==> src/rtl/jk_reg_array.sv <==
// jk_reg_array: bank of JK flip-flops with load/shift/rotate, enable, change flag
// and, with JKR_TOGGLE_CNT_EN defined, a saturating toggle-event counter.
module jk_reg_array #(
  parameter int WIDTH = 8,
  parameter int CNT_W = 16,
  parameter logic [WIDTH-1:0] RESET_VAL = {WIDTH{1'b0}}
) (
  input  logic             clk,
  input  logic             reset,
  input  logic             en,
  input  logic [1:0]       mode,
  input  logic [WIDTH-1:0] j,
  input  logic [WIDTH-1:0] k,
  input  logic [WIDTH-1:0] d,
  input  logic             sin,
  output logic [WIDTH-1:0] q,
  output logic             sout,
`ifdef JKR_TOGGLE_CNT_EN
  output logic [CNT_W-1:0] toggle_cnt,
`endif
  output logic             changed
);
  logic [WIDTH-1:0] nq, shl, rol;
  if (WIDTH < 1 || CNT_W < 1) begin : g_bad_param
    $error("jk_reg_array: WIDTH and CNT_W must be at least 1");
  end
  if (WIDTH == 1) begin : g_w1
    assign shl = sin;
    assign rol = q;
  end else begin : g_wn
    assign shl = {q[WIDTH-2:0], sin};
    assign rol = {q[WIDTH-2:0], q[WIDTH-1]};
  end
  always_comb
    nq = mode == 2'b00 ? (j & ~q) | (~k & q) :
         mode == 2'b01 ? d :
         mode == 2'b10 ? shl : rol;
  assign sout = q[WIDTH-1];
  always_ff @(posedge clk)
    if (reset) begin
      q       <= RESET_VAL;
      changed <= 1'b0;
    end else if (!en) begin
      changed <= 1'b0;
    end else begin
      q       <= nq;
      changed <= nq != q;
    end
`ifdef JKR_TOGGLE_CNT_EN
  localparam int PW = $clog2(WIDTH + 1);
  logic [PW-1:0]  pc;
  logic [CNT_W:0] sum;
  always_comb begin
    pc = '0;
    for (int i = 0; i < WIDTH; i++) pc = pc + PW'(q[i] ^ nq[i]);
    sum = {1'b0, toggle_cnt} + (CNT_W + 1)'(pc);
  end
  always_ff @(posedge clk)
    if (reset) toggle_cnt <= '0;
    else if (en) toggle_cnt <= sum[CNT_W] ? {CNT_W{1'b1}} : sum[CNT_W-1:0];
`endif
endmodule
==> config.mk <==
export PLATFORM = sky130hd
export DESIGN_NAME = jk_reg_array
export DESIGN_NICKNAME = d
export VERILOG_FILES = /design/src/rtl/jk_reg_array.sv
export SDC_FILE = /design/constraint.sdc
export NUM_CORES = 1
export LEC_CHECK = 0
export CORE_MARGIN = 1
export CORE_UTILIZATION = 46
export CTS_CLUSTER_DIAMETER = 200
export DETAILED_ROUTE_END_ITERATION = 10
export GPL_TIMING_DRIVEN = 0
export PLACE_DENSITY_LB_ADDON = 0.05
export REMOVE_ABC_BUFFERS = 1
export SLEW_MARGIN = 5
export SYNTH_ARGS = -nofsm -noshare
export SYNTH_HDL_FRONTEND = slang
export SYNTH_SLANG_ARGS = --single-unit
==> constraint.sdc <==
create_clock -name clk -period 4.1 [get_ports clk]
set_input_delay 0.82 -clock clk [delete_from_list [all_inputs] [get_ports clk]]
set_output_delay 0.82 -clock clk [all_outputs]
set_load 0.01 [all_outputs]
* Yosys cells after proc, flatten, opt, wreduce, memory -nomap -nowiden
Cells that the tools add are included.
** Cells by class
- Reduce and logical (&&, ||, !) cells :: 2
- Magnitude comparators :: 0
- Div/mod/pow operators :: 0
- Shift-type cells :: 0
- Equality and inequality tests :: 3
- Multiplexer cells :: 3
- Bitwise operators :: 6
- Add/subtract/negate cells :: 0
- Multipliers :: 0
** Operator list (count)
- AND 8 bit :: 2
- 2-to-1 mux 8 bit :: 2
- inverter 8 bit :: 2
- inequality test 8 bit :: 1
- bitwise OR 8 bit :: 1
- equality test 2 x 1 -> 1 bit, second input constant :: 1
- equality test 2 bit, second input constant :: 1
- logical NOT 2 bit :: 1
- OR reduction 2 bit :: 1
- 2-to-1 mux 1 bit :: 1
- inverter 1 bit :: 1
** Word-level totals
- Output and inout bits :: 10
- Bits in latches :: 0
- Logic and storage cells :: 16
- Register bits after elaboration :: 9
- Memory bits (read-only) :: 0
- Memories kept :: 0
- Bits in writable memories :: 0

* Depth between registers and ports, before layout
Gate-level depths: netlist (run 1).
- Word-level depth :: 5
- Gate-level depth with buffers :: 7

* Worst setup path after synthesis (run 1)
No wires, ideal clock.
- Path type :: input to register
- Start :: in mode[1]
- End :: reg changed
- Data required time :: 3.966 ns
- Stages :: 6
- Buffers on the path :: 1
- Data arrival time :: 1.844 ns
- Slack :: 2.122 ns
- Cell sequence :: buf_2 nand2b_1 o21ai_0 a2111oi_2 o2111a_1 a41oi_1
** Between the ends
- Cells in the longest elaborated chain, start to end :: 5
- Elaborated cells between the ends (all ways) :: 7
- Those cells by class :: eq/ne (3); mux (3); reduce/logical (1)
** Ends and longest elaborated chain
- start: declaration :: RTL line 11 : input logic [1:0] mode,
- equality test 2 bit :: RTL line 37 : mode == 2'b10 ? shl : rol;
- 2-to-1 mux 1 bit :: RTL line 37
- 2-to-1 mux 8 bit :: RTL line 36 : mode == 2'b01 ? d :
- 2-to-1 mux 8 bit (*) :: RTL line 35 : nq = mode == 2'b00 ? (j & ~q) | (~k & q) :
- inequality test 8 bit (*) :: RTL line 47 : changed <= nq != q;
- end signal: assignment :: RTL line 47
- end: declaration :: RTL line 21 : output logic changed
Every way passes the cells marked *; elsewhere a longest branch is shown, timed or not.
A chain may end at the register's enable or synchronous reset.

* Worst setup path in the final report (run 1)
Same ends and word-level chain as after synthesis.

==> metrics.cfg, run 1 <==
[synthesis]
netlist_area_sq_um=972
synth.top_cell.area_share_pct=18.5
yosysMostFrequentCell=a21oi_1
synth_edf_count=0
synth_top_cells_by_count=a21oi_1, nand2b_1, nor2_1, nand2_1, o21ai_0
syn_area_per_cell_sq_um=7.10
seq_area_frac_synth_pct=18.5
yosys-top-cells-area=dfxtp_1, mux2i_1, a21oi_1
synth_cells=137
synth.largest_area_cell=dfxtp_1
async_flop_share_pct=0
yosys_register_bits=9
synth_cell_types=38
synth_warnings=0
synth_ff_type=dfxtp_1

[die]
start_util_pct=49.1
dieArea_sq_mm=0.00230
ios=40
core_sq_mm=0.00198
rows=16
die_x_um=48.0
die_y_um=48.0

[grt]
grt_pass1_wl_mm=3.93
antenna_found_initial=0
grt_pass1_vias=933
overflow=0
grt_max_degree=30
gr-usage-all-layers_pct=24.4

[place]
hpwl_mm=1.90
io_buffers=39
routabilityCongestion=0.843

[final_layout]
drive_gt1_share_pct=4.22
diodes=0
fillers=192
final_nets=197
area_delta_synth_final_pct=39.3

[routing]
viasPerCell=5.74
via_count=1107
drt_iter0_drc=28
drtAntennaViolNets=0
drc=0
wl_per_cell_um=13.4
wl_mm=2.58
drt-pass1-iter-count=4

[timing]
post-route-period-util_pct=69.3
whs_ns=0.618
fin_tns_setup_ns=0
maxSlewHeadroom_pct=40.2
final_max_slew_viol_count=0
tightest_slew_ns=0.895
hold_viol=0
final.min_clock_period_ns=2.84
skew_ns=0.00313
setup_viol=0
fmax_ghz=0.352
rsz0062_at_grt=no

[cts]
postCtsSetupRepairBufs=0
cts_tree=yes
clock_sinks=9
clk_pin_slew_ns=0.07
clk_latency_ns=0.26
cts.repair.resized=0
cts-buffers-inserted=3
holdBufCountCts=0
h-tree-depth=1
ctsLongestPathBuffers=2
cts-root-buf=clkbuf_4

[worst_setup_path]
critical_path_class=in2reg
cp_data_required_time_ns=4.23
critPathArrivalTime_ns=2.97
crit_path_start_kind=input port
end_kind=flop
path_max_fanout=29

[pwr]
peakVddDrop_uv=156
p_leak_nw=0.513
p_per_area_mw_per_mm2=217

[run_status]
status=finished, final reports clean

[job]
max_cap_violations=0

[hold_path]
hold_class=reg2reg

[flip-flops by register name (all words and copies together), names as in the netlist]
register / flops
changed: 1
q: 8
[worst max-delay path: stages]
cell and delay (ns):
clkdlybuf4s50_1 1.06, nand2b_1 0.24, o21ai_0 0.14, a2111oi_2 0.37
o2111a_1 0.23, a41oi_1 0.11
[placed cells by master, fill, tap and decap left out, types with 2 or more instances in the layout]
master	n
and2_1	2
o21ai_1	3
clkbuf_4	3
nand2b_1	12
a22o_1	2
nand3b_1	2
o21ai_0	10
o31a_1	3
nand2_1	11
nor2_1	12
o211ai_1	2
a21oi_1	15
a41oi_1	2
mux2i_1	9
dfxtp_1	9
a22oi_1	2
a221o_1	2
xnor2_1	2
nor2b_1	2
clkdlybuf4s50_1	39
inv_1	7
[per-layer routing]
metal | GRT usage [%] | up-vias | share of wire, %
li1 | - | 550 | -
met1 | 31.3 | 518 | 45
met2 | 42.4 | 35 | 49
met3 | 3.40 | 4 | 4.8
met4 | 6.67 | 0 | 0.97
met5 | 0 | - | 0
[cells by family (layout without fill, tap and decap cells)]
group	count (synthesis)	count (layout)	share of synthesized area, %
multiplexers	11	11	13.1
AND/OR/NAND/NOR	44	44	22.5
flip-flops	9	9	18.5
AO/OA/AOI/OAI	50	50	34.2
buffers and inverters	21	50	9.78
XOR/XNOR	2	2	1.80
[cell type report]
cell class / instances / area, sq um / area share, %
clock buffer: 4 / 26.3 / 1.94
inverter: 7 / 26.3 / 1.94
multi-input combinational: 107 / 697 / 51.5
sequential: 9 / 180 / 13.3
tap: 27 / 33.8 / 2.50
timing repair buffer: 39 / 390 / 28.8
[path summary, 6_finish.rpt]
| path | start | to | slack (ns) | depth (start not counted) |
|---|---|---|---|---|
| setup / recovery | mode[1] | changed$_SDFF_PP0_ | 1.26 | 6 |
| hold / removal | q[3]$_SDFFE_PP0P_ | q[3]$_SDFFE_PP0P_ | 0.62 | 2 |
| setup reg to reg | q[5]$_SDFFE_PP0P_ | changed$_SDFF_PP0_ | 2.26 | 5 |
| hold reg to reg | q[3]$_SDFFE_PP0P_ | q[3]$_SDFFE_PP0P_ | 0.62 | 2 |
[where the power goes]
part | switching (mW) | total, mW | internal (mW)
Sequential | 0.0126 | 0.106 | 0.0929
Combinational | 0.0475 | 0.116 | 0.0688
Clock | 0.0344 | 0.0720 | 0.0375
[stage by stage]
step                      util [%]  setup WS, ns  power (mW)  instance area (sq um)  instances
after floorplan                  -          2.14       0.160                    903        123
after global routing          68.3          1.05       0.312                   1350        193
after detailed placement      67.0         0.980       0.223                   1330        189
after global placement        67.0         0.994       0.221                   1330        189
final                         68.3          1.26       0.294                   1350        193
after CTS                     68.3          1.25       0.297                   1350        193
Note: power is estimated with default switching activity, not from simulation.
==> run 2: changes to the inputs <==
CORE_UTILIZATION = 43   (was 46)
clock period = 2.77 ns   (was 4.1 ns; I/O delays follow)
==> metrics.cfg, run 2 (same netlist as run 1, synthesis figures left out) <==
[final_layout]
finalInstanceArea_sq_mm=0.00136  ; +0.18%
utilization_pct=66.4  ; -1.9 points
multi_input_area_sq_um=697  ; unchanged
top_regs=q x8, changed x1
final_cell_mix=clkdlybuf4s50_1, a21oi_1, nor2_1, nand2b_1, nand2_1
largest_reg_flops=8  ; unchanged
layout.area.seq_sq_um=180  ; unchanged
final_common_cell=clkdlybuf4s50_1
area_delta_synth_final_pct=39.5
final_nets=197  ; unchanged
finalNonFillerCells=193  ; unchanged
top_register=q
diodes=0  ; unchanged
drive_gt1_share_pct=4.22  ; unchanged
fillers=191  ; -0.52%

[die]
ios=40  ; unchanged
rows=16  ; unchanged
start_util_pct=47.6  ; -1.4 points
die_x_um=49.6  ; +3.3%
die_y_um=49.6  ; +3.3%
core_sq_mm=0.00204  ; +3.0%
dieArea_sq_mm=0.00246  ; +6.7%

[cts]
postCtsSetupRepairBufs=0  ; unchanged
holdBufCountCts=0  ; unchanged
clk_pin_slew_ns=0.06  ; about the same
ctsLongestPathBuffers=2  ; unchanged
cts-buffers-inserted=3  ; unchanged
cts_tree=yes
h-tree-depth=1  ; unchanged
cts-root-buf=clkbuf_4
clock_sinks=9  ; unchanged
clk_latency_ns=0.26  ; about the same
cts.repair.resized=0  ; unchanged

[pwr]
p_int_uw=295  ; +48%
peakVddDrop_uv=262  ; +69%
finalPower_uw=433  ; +47%
switching_share_pct=31.8  ; -0.34 points
p_leak_nw=0.523  ; +1.8%
seq_power_share_pct=36.2  ; +0.3 points
power_switching_uw=138  ; +46%
power_frac_clock_pct=24.5  ; about the same
p_per_area_mw_per_mm2=319  ; +47%
comb_power_share_pct=39.4  ; -0.2 points

[routing]
drt-pass1-iter-count=4  ; unchanged
viasPerCell=5.61  ; -2.2%
wl_per_cell_um=13.4  ; -0.19%
via_count=1083  ; -2.2%
wl_mm=2.58  ; -0.19%
drt_iter0_drc=16  ; -43%
drc=0  ; unchanged
drtAntennaViolNets=0  ; unchanged

[place]
routabilityCongestion=0.845  ; +0.20%
place_ws_ns=-0.0896  ; -1.07 ns
place_area_sq_mm=0.00133  ; unchanged
io_buffers=39  ; unchanged
hpwl_mm=1.87  ; -1.7%
placed_cells=189  ; unchanged

[worst_setup_path]
cp_data_required_time_ns=2.91  ; -1.32 ns
cpPeakStageDelay_ns=1.01  ; -0.05 ns
r2r_slack_ns=0.98  ; -1.28 ns
critPathSlowestCell=clkdlybuf4s50_1
end_kind=flop
critPathArrivalTime_ns=2.60  ; -0.37 ns
critical_path_class=in2reg
rr_worst_depth=5  ; unchanged
path_max_fanout=25  ; -14%
r2r-start=q[5]$_SDFFE_PP0P_
timing.rr.end=changed$_SDFF_PP0_
crit_path_start_kind=input port
crit_chain=clkdlybuf4s50_1 > nor2_1 > a22o_1 > a2111oi_2 > o2111a_1 > a41oi_1

[grt]
gr-usage-all-layers_pct=22.2  ; -2.2 points
grt_pass1_vias=1012  ; +8.5%
overflow=0  ; unchanged
antenna_found_initial=0  ; unchanged
grt_pass1_wl_mm=4.31  ; +9.8%
grt_max_degree=30  ; unchanged

[timing]
fin_tns_setup_ns=0  ; unchanged
whs_ns=0.609  ; -0.00821 ns
hold_viol=0  ; unchanged
rsz0062_at_grt=no
maxSlewHeadroom_pct=36.7  ; -3.4 points
setup_viol=0  ; unchanged
fmax_ghz=0.406
skew_ns=0.00154  ; -0.00159 ns
tightest_slew_ns=0.947  ; +0.0525 ns
final.min_clock_period_ns=2.47
post-route-period-util_pct=89.0
setup_ws_ns=0.305  ; -0.954 ns
final_max_slew_viol_count=0  ; unchanged

[hold_path]
hold_class=reg2reg
worstHoldStart=q[3]$_SDFFE_PP0P_
holdPathStages=2  ; unchanged
hold_end=q[3]$_SDFFE_PP0P_

[job]
max_cap_violations=0  ; unchanged

[run_status]
status=finished, final reports clean

==> run 2: worst max path at each step <==
stage,start,endpoint,slack [ns],depth (start not counted)
after CTS,mode[1],changed$_SDFF_PP0_,0.20,6
after detailed placement,mode[1],changed$_SDFF_PP0_,-0.09,6
after global placement,mode[1],changed$_SDFF_PP0_,-0.06,6
after global routing,mode[0],changed$_SDFF_PP0_,0.11,6
final,mode[0],changed$_SDFF_PP0_,0.30,6
after floorplan,q[5]$_SDFFE_PP0P_,changed$_SDFF_PP0_,1.06,5
==> run 2: power groups by stage <==
| stage | clock, mW | combinational, mW | sequential (mW) |
|---|---|---|---|
| floorplan | 0 | 0.0783 | 0.158 |
| global placement | 0 | 0.168 | 0.158 |
| detailed placement | 0 | 0.170 | 0.158 |
| CTS | 0.109 | 0.172 | 0.156 |
| global route | 0.115 | 0.187 | 0.158 |
| finish | 0.106 | 0.170 | 0.156 |
==> run 2: final cells by class <==
class | instances | area share [%]
multi-input cells | 107 | 51.4
repair buffers | 39 | 29.0
flip-flops and latches | 9 | 13.3
well taps | 27 | 2.49
clock buffers | 4 | 1.94
inverters | 7 | 1.94
==> run 2: per-layer routing <==
layer | track usage [%] | vias to the layer above | wire, um
met5 | 0 | - | 0
met4 | 3.33 | 0 | 10
met3 | 5.86 | 2 | 119
met2 | 39.4 | 28 | 1250
met1 | 27.0 | 503 | 1190
li1 | - | 550 | -
==> run 2: worst max-delay path, delay by kind of cell <==
kind            cells  cell delay [ns]
buf+inv             1             1.01
compound gates      4             0.85
simple gates        1             0.19
